$ cat config.mk
export PLATFORM = sky130hd
export DESIGN_NAME = uart_rx
export DESIGN_NICKNAME = d
export VERILOG_FILES = /design/src/rtl/uart_rx_pkg.sv /design/src/rtl/uart_rx_fifo.sv /design/src/rtl/uart_rx.sv
export SDC_FILE = /design/constraint.sdc
export NUM_CORES = 1
export LEC_CHECK = 0
export CAP_MARGIN = 20
export CORE_MARGIN = 2
export CORE_UTILIZATION = 49
export CTS_BUF_LIST = sky130_fd_sc_hd__clkbuf_4
export CTS_CLUSTER_SIZE = 25
export DETAILED_ROUTE_END_ITERATION = 12
export GPL_ROUTABILITY_DRIVEN = 1
export GPL_TIMING_DRIVEN = 1
export PLACE_DENSITY = 0.68
export SYNTH_ARGS = -nofsm -noshare
export SYNTH_HDL_FRONTEND = slang
export SYNTH_SLANG_ARGS = --single-unit
$ cat constraint.sdc
create_clock -name clk -period 2.7 [get_ports clk]
set_input_delay 0.675 -clock clk [delete_from_list [all_inputs] [get_ports clk]]
set_output_delay 0.675 -clock clk [all_outputs]
set_load 0.02 [all_outputs]
$ cat src/rtl/uart_rx_pkg.sv
// uart_rx_pkg: shared definitions for the UART receive path.
//   - FSM state encodings (plain localparam constants, 3 bits wide)
//   - OVERSAMPLE ticks per bit and the start-bit mid-point tick
//   - calc_div: oversample divider from clock and baud rate
// Related build option: UART_RX_PARITY_EN (see uart_rx.sv).
package uart_rx_pkg;

    localparam int OVERSAMPLE        = 16;
    localparam int START_SAMPLE_TICK = 8;

    localparam logic [2:0] ST_IDLE   = 3'd0;
    localparam logic [2:0] ST_START  = 3'd1;
    localparam logic [2:0] ST_DATA   = 3'd2;
    localparam logic [2:0] ST_PARITY = 3'd3;
    localparam logic [2:0] ST_STOP   = 3'd4;
    localparam logic [2:0] ST_BREAK  = 3'd5;

    // Integer-truncated clocks per oversample tick.
    function automatic int calc_div(input int clk_hz, input int baud);
        return clk_hz / (baud * OVERSAMPLE);
    endfunction

endpackage

$ cat src/rtl/uart_rx_fifo.sv
// uart_rx_fifo: synchronous first-word-fall-through FIFO.
// Ports:
//   clk, rst    single clock, synchronous active-high reset (empties FIFO)
//   push        write push_data this cycle
//   push_data   byte to store
//   pop         remove the head; ignored while empty
//   head        current head entry, all zeros when empty
//   empty/full  occupancy flags
//   overflow    registered one-cycle pulse when a push was dropped
// A push into a full FIFO succeeds only when a pop happens in the same
// cycle; a pop on an empty FIFO is ignored even if a push arrives with it.
module uart_rx_fifo #(
    parameter int WIDTH     = 8,
    parameter int ADDR_BITS = 3
) (
    input  logic             clk,
    input  logic             rst,
    input  logic             push,
    input  logic [WIDTH-1:0] push_data,
    input  logic             pop,
    output logic [WIDTH-1:0] head,
    output logic             empty,
    output logic             full,
    output logic             overflow
);

    localparam int DEPTH = 1 << ADDR_BITS;

    logic [WIDTH-1:0]   mem [DEPTH];
    logic [ADDR_BITS:0] wr_ptr;
    logic [ADDR_BITS:0] rd_ptr;
    logic               do_pop;
    logic               do_push;

    assign empty   = (wr_ptr == rd_ptr);
    assign full    = (wr_ptr[ADDR_BITS] != rd_ptr[ADDR_BITS]) &&
                     (wr_ptr[ADDR_BITS-1:0] == rd_ptr[ADDR_BITS-1:0]);
    assign do_pop  = pop && !empty;
    // When full, a simultaneous pop frees the slot being overwritten.
    assign do_push = push && (!full || do_pop);
    assign head    = empty ? '0 : mem[rd_ptr[ADDR_BITS-1:0]];

    always_ff @(posedge clk) begin
        if (rst) begin
            wr_ptr   <= '0;
            rd_ptr   <= '0;
            overflow <= 1'b0;
        end else begin
            overflow <= push && !do_push;
            if (do_push) begin
                wr_ptr <= wr_ptr + 1'b1;
            end
            if (do_pop) begin
                rd_ptr <= rd_ptr + 1'b1;
            end
        end
    end

    // Storage needs no reset: the head is masked while empty.
    always_ff @(posedge clk) begin
        if (do_push) begin
            mem[wr_ptr[ADDR_BITS-1:0]] <= push_data;
        end
    end

endmodule

$ cat src/rtl/uart_rx.sv
// uart_rx: RS-232 receive front end with a byte FIFO.
// Frame: idle high, start bit, 8 data bits LSB first, 1 stop bit.
// Build option: define UART_RX_PARITY_EN to expect an even-parity bit
// between the data and stop bits.
// Ports:
//   clk, rst   system clock, synchronous active-high reset
//   rx         asynchronous serial line
//   rd_en      pop the FIFO head (ignored while empty)
//   rx_data    FIFO head, 0x00 when empty
//   rx_empty   FIFO empty
//   rx_full    FIFO full
//   overflow   one-cycle pulse: received byte dropped, FIFO full
//   frame_err  one-cycle pulse: bad stop (or parity) bit, byte dropped
// The FSM state is kept in the named signal `state` for observation.
module uart_rx
    import uart_rx_pkg::*;
#(
    parameter int SYS_CLK_FREQ   = 50000000,
    parameter int BAUD_RATE      = 38400,
    parameter int FIFO_ADDR_BITS = 3
) (
    input  logic       clk,
    input  logic       rst,
    input  logic       rx,
    input  logic       rd_en,
    output logic [7:0] rx_data,
    output logic       rx_empty,
    output logic       rx_full,
    output logic       overflow,
    output logic       frame_err
);

    localparam int DIV   = calc_div(SYS_CLK_FREQ, BAUD_RATE);
    localparam int DIV_W = (DIV > 1) ? $clog2(DIV) : 1;
    localparam logic [DIV_W-1:0] DIV_LAST = DIV_W'(DIV - 1);
    localparam logic [3:0] START_LAST = 4'(START_SAMPLE_TICK - 1);
    localparam logic [3:0] BIT_LAST   = 4'(OVERSAMPLE - 1);

    logic             rx_meta;
    logic             rx_sync;
    logic [2:0]       state;
    logic [DIV_W-1:0] div_cnt;
    logic             tick;
    logic [3:0]       tick_cnt;
    logic [2:0]       bit_idx;
    logic [7:0]       shift;
    logic             bit_end;
    logic             byte_push;
    logic             byte_ok;

    // Two-flop synchronizer, preset to the idle level.
    always_ff @(posedge clk) begin
        if (rst) begin
            rx_meta <= 1'b1;
            rx_sync <= 1'b1;
        end else begin
            rx_meta <= rx;
            rx_sync <= rx_meta;
        end
    end

    // Oversample divider, realigned to the start-bit falling edge.
    always_ff @(posedge clk) begin
        if (rst || (state == ST_IDLE && !rx_sync)) begin
            div_cnt <= '0;
        end else if (div_cnt == DIV_LAST) begin
            div_cnt <= '0;
        end else begin
            div_cnt <= div_cnt + 1'b1;
        end
    end

    assign tick    = (div_cnt == DIV_LAST);
    assign bit_end = tick && (tick_cnt == BIT_LAST);

`ifdef UART_RX_PARITY_EN
    logic parity_err;

    always_ff @(posedge clk) begin
        if (rst) begin
            parity_err <= 1'b0;
        end else if (state == ST_PARITY && bit_end) begin
            // Even parity: the parity bit equals the XOR of the data bits.
            parity_err <= (^shift) ^ rx_sync;
        end
    end

    assign byte_ok = !parity_err;
`else
    assign byte_ok = 1'b1;
`endif

    assign byte_push = (state == ST_STOP) && bit_end && rx_sync && byte_ok;

    always_ff @(posedge clk) begin
        if (rst) begin
            state     <= ST_IDLE;
            tick_cnt  <= '0;
            bit_idx   <= '0;
            shift     <= '0;
            frame_err <= 1'b0;
        end else begin
            frame_err <= 1'b0;
            if (tick) begin
                tick_cnt <= tick_cnt + 4'd1;
            end
            case (state)
                ST_IDLE: begin
                    if (!rx_sync) begin
                        state    <= ST_START;
                        tick_cnt <= '0;
                    end
                end
                ST_START: begin
                    if (tick && tick_cnt == START_LAST) begin
                        // From mid start bit, each further 16 ticks is mid-bit.
                        tick_cnt <= '0;
                        bit_idx  <= '0;
                        state    <= rx_sync ? ST_IDLE : ST_DATA;
                    end
                end
                ST_DATA: begin
                    if (bit_end) begin
                        shift[bit_idx] <= rx_sync;
                        bit_idx        <= bit_idx + 3'd1;
                        if (bit_idx == 3'd7) begin
`ifdef UART_RX_PARITY_EN
                            state <= ST_PARITY;
`else
                            state <= ST_STOP;
`endif
                        end
                    end
                end
`ifdef UART_RX_PARITY_EN
                ST_PARITY: begin
                    if (bit_end) begin
                        state <= ST_STOP;
                    end
                end
`endif
                ST_STOP: begin
                    if (bit_end) begin
                        if (rx_sync) begin
                            frame_err <= !byte_ok;
                            state     <= ST_IDLE;
                        end else begin
                            frame_err <= 1'b1;
                            state     <= ST_BREAK;
                        end
                    end
                end
                ST_BREAK: begin
                    // A held-low line must return high before a new frame.
                    if (rx_sync) begin
                        state <= ST_IDLE;
                    end
                end
                default: state <= ST_IDLE;
            endcase
        end
    end

    uart_rx_fifo #(
        .WIDTH     (8),
        .ADDR_BITS (FIFO_ADDR_BITS)
    ) u_fifo (
        .clk       (clk),
        .rst       (rst),
        .push      (byte_push),
        .push_data (shift),
        .pop       (rd_en),
        .head      (rx_data),
        .empty     (rx_empty),
        .full      (rx_full),
        .overflow  (overflow)
    );

endmodule

# After elaboration in Yosys (flattened, before gate mapping)
# Memories as Yosys holds them, arrays and structs flattened. A register that Yosys moved wholly into a read port is not among the register bits.
# Index checks and enable logic that the tools add are counted.
[word_totals]
out_inout_bits = 12
mem_count = 1
latchBits = 0
ramBits = 64
mem_bits_ro = 0
wordCells = 86
register_bits = 37
[memory_table]
columns = ["name", "words", "word_bits", "rd", "rd_ports_with_merged_regs", "wr", "line_no", "rtl"]
rows = [
  ["u_fifo.mem", 8, 8, 1, 1, 1, "uart_rx_fifo.sv:29", "logic [WIDTH-1:0] mem [DEPTH];"],
]
[classes]
mul = 0
n_eq_ne = 17
n_reduce_logical = 23
shift = 0
n_bitwise = 2
addsub = 5
div_mod_pow = 0
n_lt_le_gt_ge = 2
muxes = 25
[ops]
columns = ["cell", "n"]
rows = [
  ["2-to-1 mux 3 bit", 11],
  ["case mux 3 bit (5 select lines)", 1],
  ["adder 4 x 1 -> 4 bit, second input constant", 3],
  ["2-to-1 mux 4 bit", 3],
  ["inequality test 2 bit, second input constant", 6],
  ["logical AND 1 bit", 10],
  ["== test 3 bit, second input constant", 3],
  ["bitwise mux 8 bit", 1],
  ["2-to-1 mux 8 bit", 1],
  ["case mux 4 bit (2 select lines)", 1],
  ["adder 7 x 1 -> 7 bit, second input constant", 1],
  ["== test 7 bit, second input constant", 1],
  ["case mux 3 bit (2 select lines)", 1],
  ["AND reduction 6 bit", 1],
  ["== test 4 x 3 -> 1 bit, second input constant", 1],
  ["== test 4 bit", 1],
  ["== test 4 bit, second input constant", 1],
  ["zero test 1 bit", 4],
  ["< comparator 3 x 4 -> 1 bit, second input constant", 1],
  ["2-to-1 mux 1 bit", 4],
  ["adder 3 x 1 -> 3 bit, second input constant", 1],
  ["demux 1 bit (select 3 bit)", 1],
  ["== test 3 x 1 -> 1 bit, second input constant", 1],
  ["== test 3 x 2 -> 1 bit, second input constant", 1],
  ["12 further kinds", 14],
]

# Longest topological paths before layout
[logic_depth]
word_depth = 7
mapped_depth = 7
ltp_nobuf = 6

# By module
# A second synthesis with hierarchy kept.
[hier_totals]
cells_unflattened = 346
area_unflattened_um2 = 4549.4
[by_module_without_submodules]
columns = ["mod", "area_per_inst_um2", "cells_per_inst", "n_inst"]
rows = [
  ["uart_rx_fifo", 3128.0, 175, 1],
  ["uart_rx", 1421.4, 171, 1],
]

# Worst setup path before layout
# No wires, ideal clock.
[synth_path]
path_type = "reg2reg"
start = "register tick_cnt[0]"
end = "memory u_fifo.mem[4][0], enable pin"
t_arrival_ns = 2.318
path_slack_ns = -0.012
setup_time_ns = 0.395
path_stages_with_launch = 7
path_buffers = 1
required_time_ns = 2.305
cell_sequence = "dfxtp_1 -> ha_1 -> and4b_1 -> clkbuf_1 -> nand3_2 -> a211oi_4 -> nor4bb_1"
[synth_via]
elab_chain_len = 7
[synth_rtl]
columns = ["element", "line_no", "rtl"]
rows = [
  ["from (decl)", "uart_rx.sv:44", "logic [3:0] tick_cnt;"],
  ["from (signal assigned)", "uart_rx.sv:105", "tick_cnt <= tick_cnt + 4'd1;"],
  ["== test 4 bit", "uart_rx.sv:74", "assign bit_end = tick && (tick_cnt == BIT_LAST);"],
  ["logical AND 1 bit", "uart_rx.sv:74", ""],
  ["logical AND 1 bit (2 in series)", "uart_rx.sv:93", "assign byte_push = (state == ST_STOP) && bit_end && rx_sync && byte_ok;"],
  ["logical AND 1 bit", "uart_rx_fifo.sv:40", "assign do_push = push && (!full || do_pop);"],
  ["2-to-1 mux 1 bit", "uart_rx_fifo.sv:61", "if (do_push) begin"],
  ["2-to-1 mux 1 bit (implied by the code)", "uart_rx_fifo.sv:62", "mem[wr_ptr[ADDR_BITS-1:0]] <= push_data;"],
  ["to (decl)", "uart_rx_fifo.sv:29", ""],
]
# Every way passes these cells.

==> results.py <==
metrics = {
    "route": {
        "vias": 2722,
        "firstDrtPassIters": 4,
        "post-route-drc-count": 0,
        "drtIter0Drc": 135,
        "drt-total-wl_um": 8270,
        "ant_nets": 0,
        "routedWlPerCell_um": 16.9,
        "viasPerCell": 5.56,
    },
    "floorplanning": {
        "die_h_um": 100,
        "coreArea_um2": 9110,
        "io_pins": 16,
        "num_rows": 35,
        "die_area_um2": 10100,
        "die_x_um": 100,
        "start_util_pct": 50.0,
    },
    "logic_synthesis": {
        "synthArstFlopShare_pct": 0,
        "synth_nets": 347,
        "yosysSeqAreaShare_pct": 59.8,
        "syn_area_um2": 4550,
        "synth-edff-count": 64,
        "syn_avg_cell_area_um2": 13.6,
        "yosys_warnings": 0,
        "ys_ff_latch": 104,
        "synth_cells": 335,
        "synth-main-ff-cell": "edfxtp_1",
        "synthDistinctLibCells": 52,
    },
    "timing": {
        "clock.fmax_mhz": 385,
        "clock_skew_ns": 0.0150,
        "setup_viol": 0,
        "finalSetupTns_ns": 0,
        "worst_slew_pin_slew_ns": 0.620,
        "holdWs_ns": 0.440,
        "relSlewSlack_pct": 58.2,
        "finalWorstSetupSlack_ns": 0.102,
        "slew_violations": 0,
        "rsz0062_at_grt": "true",
        "fin_crit_sh_pct": 96.2,
        "final.min_clock_period_ns": 2.60,
        "finalHoldViolations": 0,
    },
    "power_and_ir_drop": {
        "power.density_nw_per_um2": 510,
        "switchingPower_uw": 587,
        "pwr-share-seq_pct": 65.2,
        "pwr-share-comb_pct": 5.1,
        "leakagePower_nw": 1.84,
        "totalPowerFinal_mw": 2.62,
        "ir_worst_vdd_mv": 0.355,
        "power.internal_mw": 2.03,
        "swShare_pct": 22.4,
        "p_clk_share_pct": 29.7,
    },
    "clock_tree": {
        "cts_root_buf": "clkbuf_4",
        "path_clk_slew_ns": 0.15,
        "numCtsBuffers": 9,
        "clk_latency_ns": 0.44,
        "cts_tree": "built",
        "cts_max_path_buffers": 2,
        "htree_levels": 3,
        "cts_num_sinks": 104,
    },
    "setup_path": {
        "end_kind": "output port",
        "timing.rr.start": "tick_cnt[0]$_SDFF_PP0_",
        "critPathCapture": "rx_data[4]",
        "start_kind": "register",
        "crit_required_ns": 2.03,
        "cp.arrival_ns": 1.92,
        "r2r_cells": 6,
        "rrSetupSlack_ns": 0.33,
        "critPathMaxFanout": 15,
        "path_class": "register to output port",
        "r2r-end": "u_fifo.mem[4][4]$_DFFE_PP_",
    },
    "grt": {
        "grt_pass1_vias": 2500,
        "grt_antenna_before_repair": 0,
        "grtUsageMet1_pct": 22.5,
        "globalRouteMet2Util_pct": 28.9,
        "grt_pass1_wl_um": 13200,
        "grt_util_met3_pct": 4.60,
        "grt.total_usage_pct": 17.2,
        "grt_overflow_total": 0,
        "grt_max_degree": 34,
        "busiest_layer": "met2",
    },
    "place": {
        "numPortBuffers": 15,
        "gp_congestion": 0.764,
        "dp_hpwl_um": 5410,
        "place_ws_ns": 0.187,
        "placedCellCount": 464,
        "place_area_um2": 4940,
    },
    "flow_run": {
        "max_cap_viol_count": 0,
    },
    "finish": {
        "postLayoutCellArea_um2": 5130,
        "area_growth_pct": 12.8,
        "drive_gt1_share_pct": 25.3,
        "diodes": 0,
        "nFillCells": 767,
        "fin_nets": 387,
        "utilization_pct": 56.4,
        "final_cells": 490,
    },
    "worst_hold_path": {
        "hold_path.class": "register to register",
    },
    "run_status": {
        "status": "completed",
    },
}
-- per-layer routing --
| layer | vias up | wire length (um) |
|---|---|---|
| met5 | - | 0 |
| met4 | 0 | 79 |
| met3 | 6 | 291 |
| met2 | 51 | 4200 |
| met1 | 1325 | 3710 |
| li1 | 1340 | - |
-- what timing repair did --
| action | 4_1_cts | 5_1_grt |
|---|---|---|
| setup buffers | 0 | 10 |
| cloned | 0 | 1 |
| pin swaps | 0 | 1 |
| endpoints found under the setup margin | 10 | 9 |
| hold buffers | 0 | 0 |
| gates resized for setup | 21 | 17 |
-- worst min-delay path by stage --
stage / from / endpoint / cells after the start
2_1_floorplan: rx_meta$_SDFF_PP1_ / rx_sync$_SDFF_PP1_ / 1
3_3_place_gp: rx_meta$_SDFF_PP1_ / rx_sync$_SDFF_PP1_ / 1
3_5_place_dp: rx_meta$_SDFF_PP1_ / rx_sync$_SDFF_PP1_ / 1
4_1_cts: rx_meta$_SDFF_PP1_ / rx_sync$_SDFF_PP1_ / 1
5_1_grt: rx_meta$_SDFF_PP1_ / rx_sync$_SDFF_PP1_ / 1
6_report: rx_meta$_SDFF_PP1_ / rx_sync$_SDFF_PP1_ / 1
-- worst max-delay path: stages (launching register included) --
cell and delay, ns:
dfxtp_2 0.37, buf_12 0.15, buf_4 0.14, mux4_2 0.48, mux2i_1 0.15, nor2_1 0.06, buf_2 0.15
-- registers in the layout, indices dropped and copies added (netlist names), 3 cells and up, named ones only --
register and flops:
div_cnt 7, tick_cnt 4, state 3, u_fifo.wr_ptr 4, u_fifo.mem 64, bit_idx 3, u_fifo.rd_ptr 4, shift 8
-- layout make-up --
class / count / area, um^2 / area share (%)
clock inverters: 6 / 68.8 / 1.34
repair buffers: 48 / 365 / 7.12
flip-flops and latches: 104 / 2730 / 53.1
inverters: 8 / 30.0 / 0.585
clock buffers: 9 / 67.6 / 1.32
multi-input cells: 204 / 1740 / 33.8
well taps: 111 / 139 / 2.70
-- cells in the mapped netlist, types with 2 or more instances --
cell / number / share of area (%)
mux4_2: 16 / 7.9
nor3b_1: 2 / 0.33
clkbuf_1: 11 / 0.91
nor2b_1: 8 / 1.1
nand2_1: 13 / 1.1
nand3_1: 9 / 0.99
nand4b_1: 4 / 0.77
o21ai_0: 10 / 1.1
nand2b_1: 4 / 0.55
and3b_1: 2 / 0.39
dfxtp_1: 40 / 18
or2_2: 3 / 0.41
o211ai_1: 2 / 0.33
and4bb_2: 2 / 0.55
nand4_1: 5 / 0.69
a211oi_1: 3 / 0.49
mux2i_1: 14 / 3.1
nor4bb_1: 2 / 0.44
and3_1: 3 / 0.41
nor2_1: 28 / 2.3
nor4_4: 2 / 0.93
ha_1: 8 / 2.2
and4b_1: 4 / 0.88
mux2_2: 5 / 1.2
xnor2_1: 6 / 1.2
buf_2: 6 / 0.66
a21oi_1: 13 / 1.4
buf_1: 2 / 0.17
edfxtp_1: 64 / 42
or3_1: 3 / 0.41
nor3_1: 6 / 0.66
xor2_1: 8 / 1.5
inv_1: 8 / 0.66
-- cell usage in the layout, fill, tap and decap left out, drive strengths merged, types with 13 or more instances in the layout --
cell and instances:
edfxtp 64, dfxtp 40, buf 36, nor2 28, mux4 16, clkbuf 15, mux2i 14, nand2 13
a21oi 13
-- cell families after synthesis --
kind of cell / after synthesis / share of synthesized area [%]
and+or+nand+nor: 109 / 14.8
DFF: 104 / 59.8
AOI/OAI and AO/OA: 37 / 5.53
muxes: 35 / 12.2
buffers and inverters: 27 / 2.39
xor gates and xnor gates: 15 / 3.05
adders and majority gates: 8 / 2.20
-- power by group through the flow --
stage	sequential, mW	combinational (mW)	clock [mW]
after CTS	1.71	0.134	0.810
final	1.71	0.134	0.778
after global routing	1.71	0.148	0.868
after floorplan	1.72	0.124	0
after detailed placement	1.74	0.133	0
after global placement	1.74	0.130	0
Power figures use the tool's default switching activity.
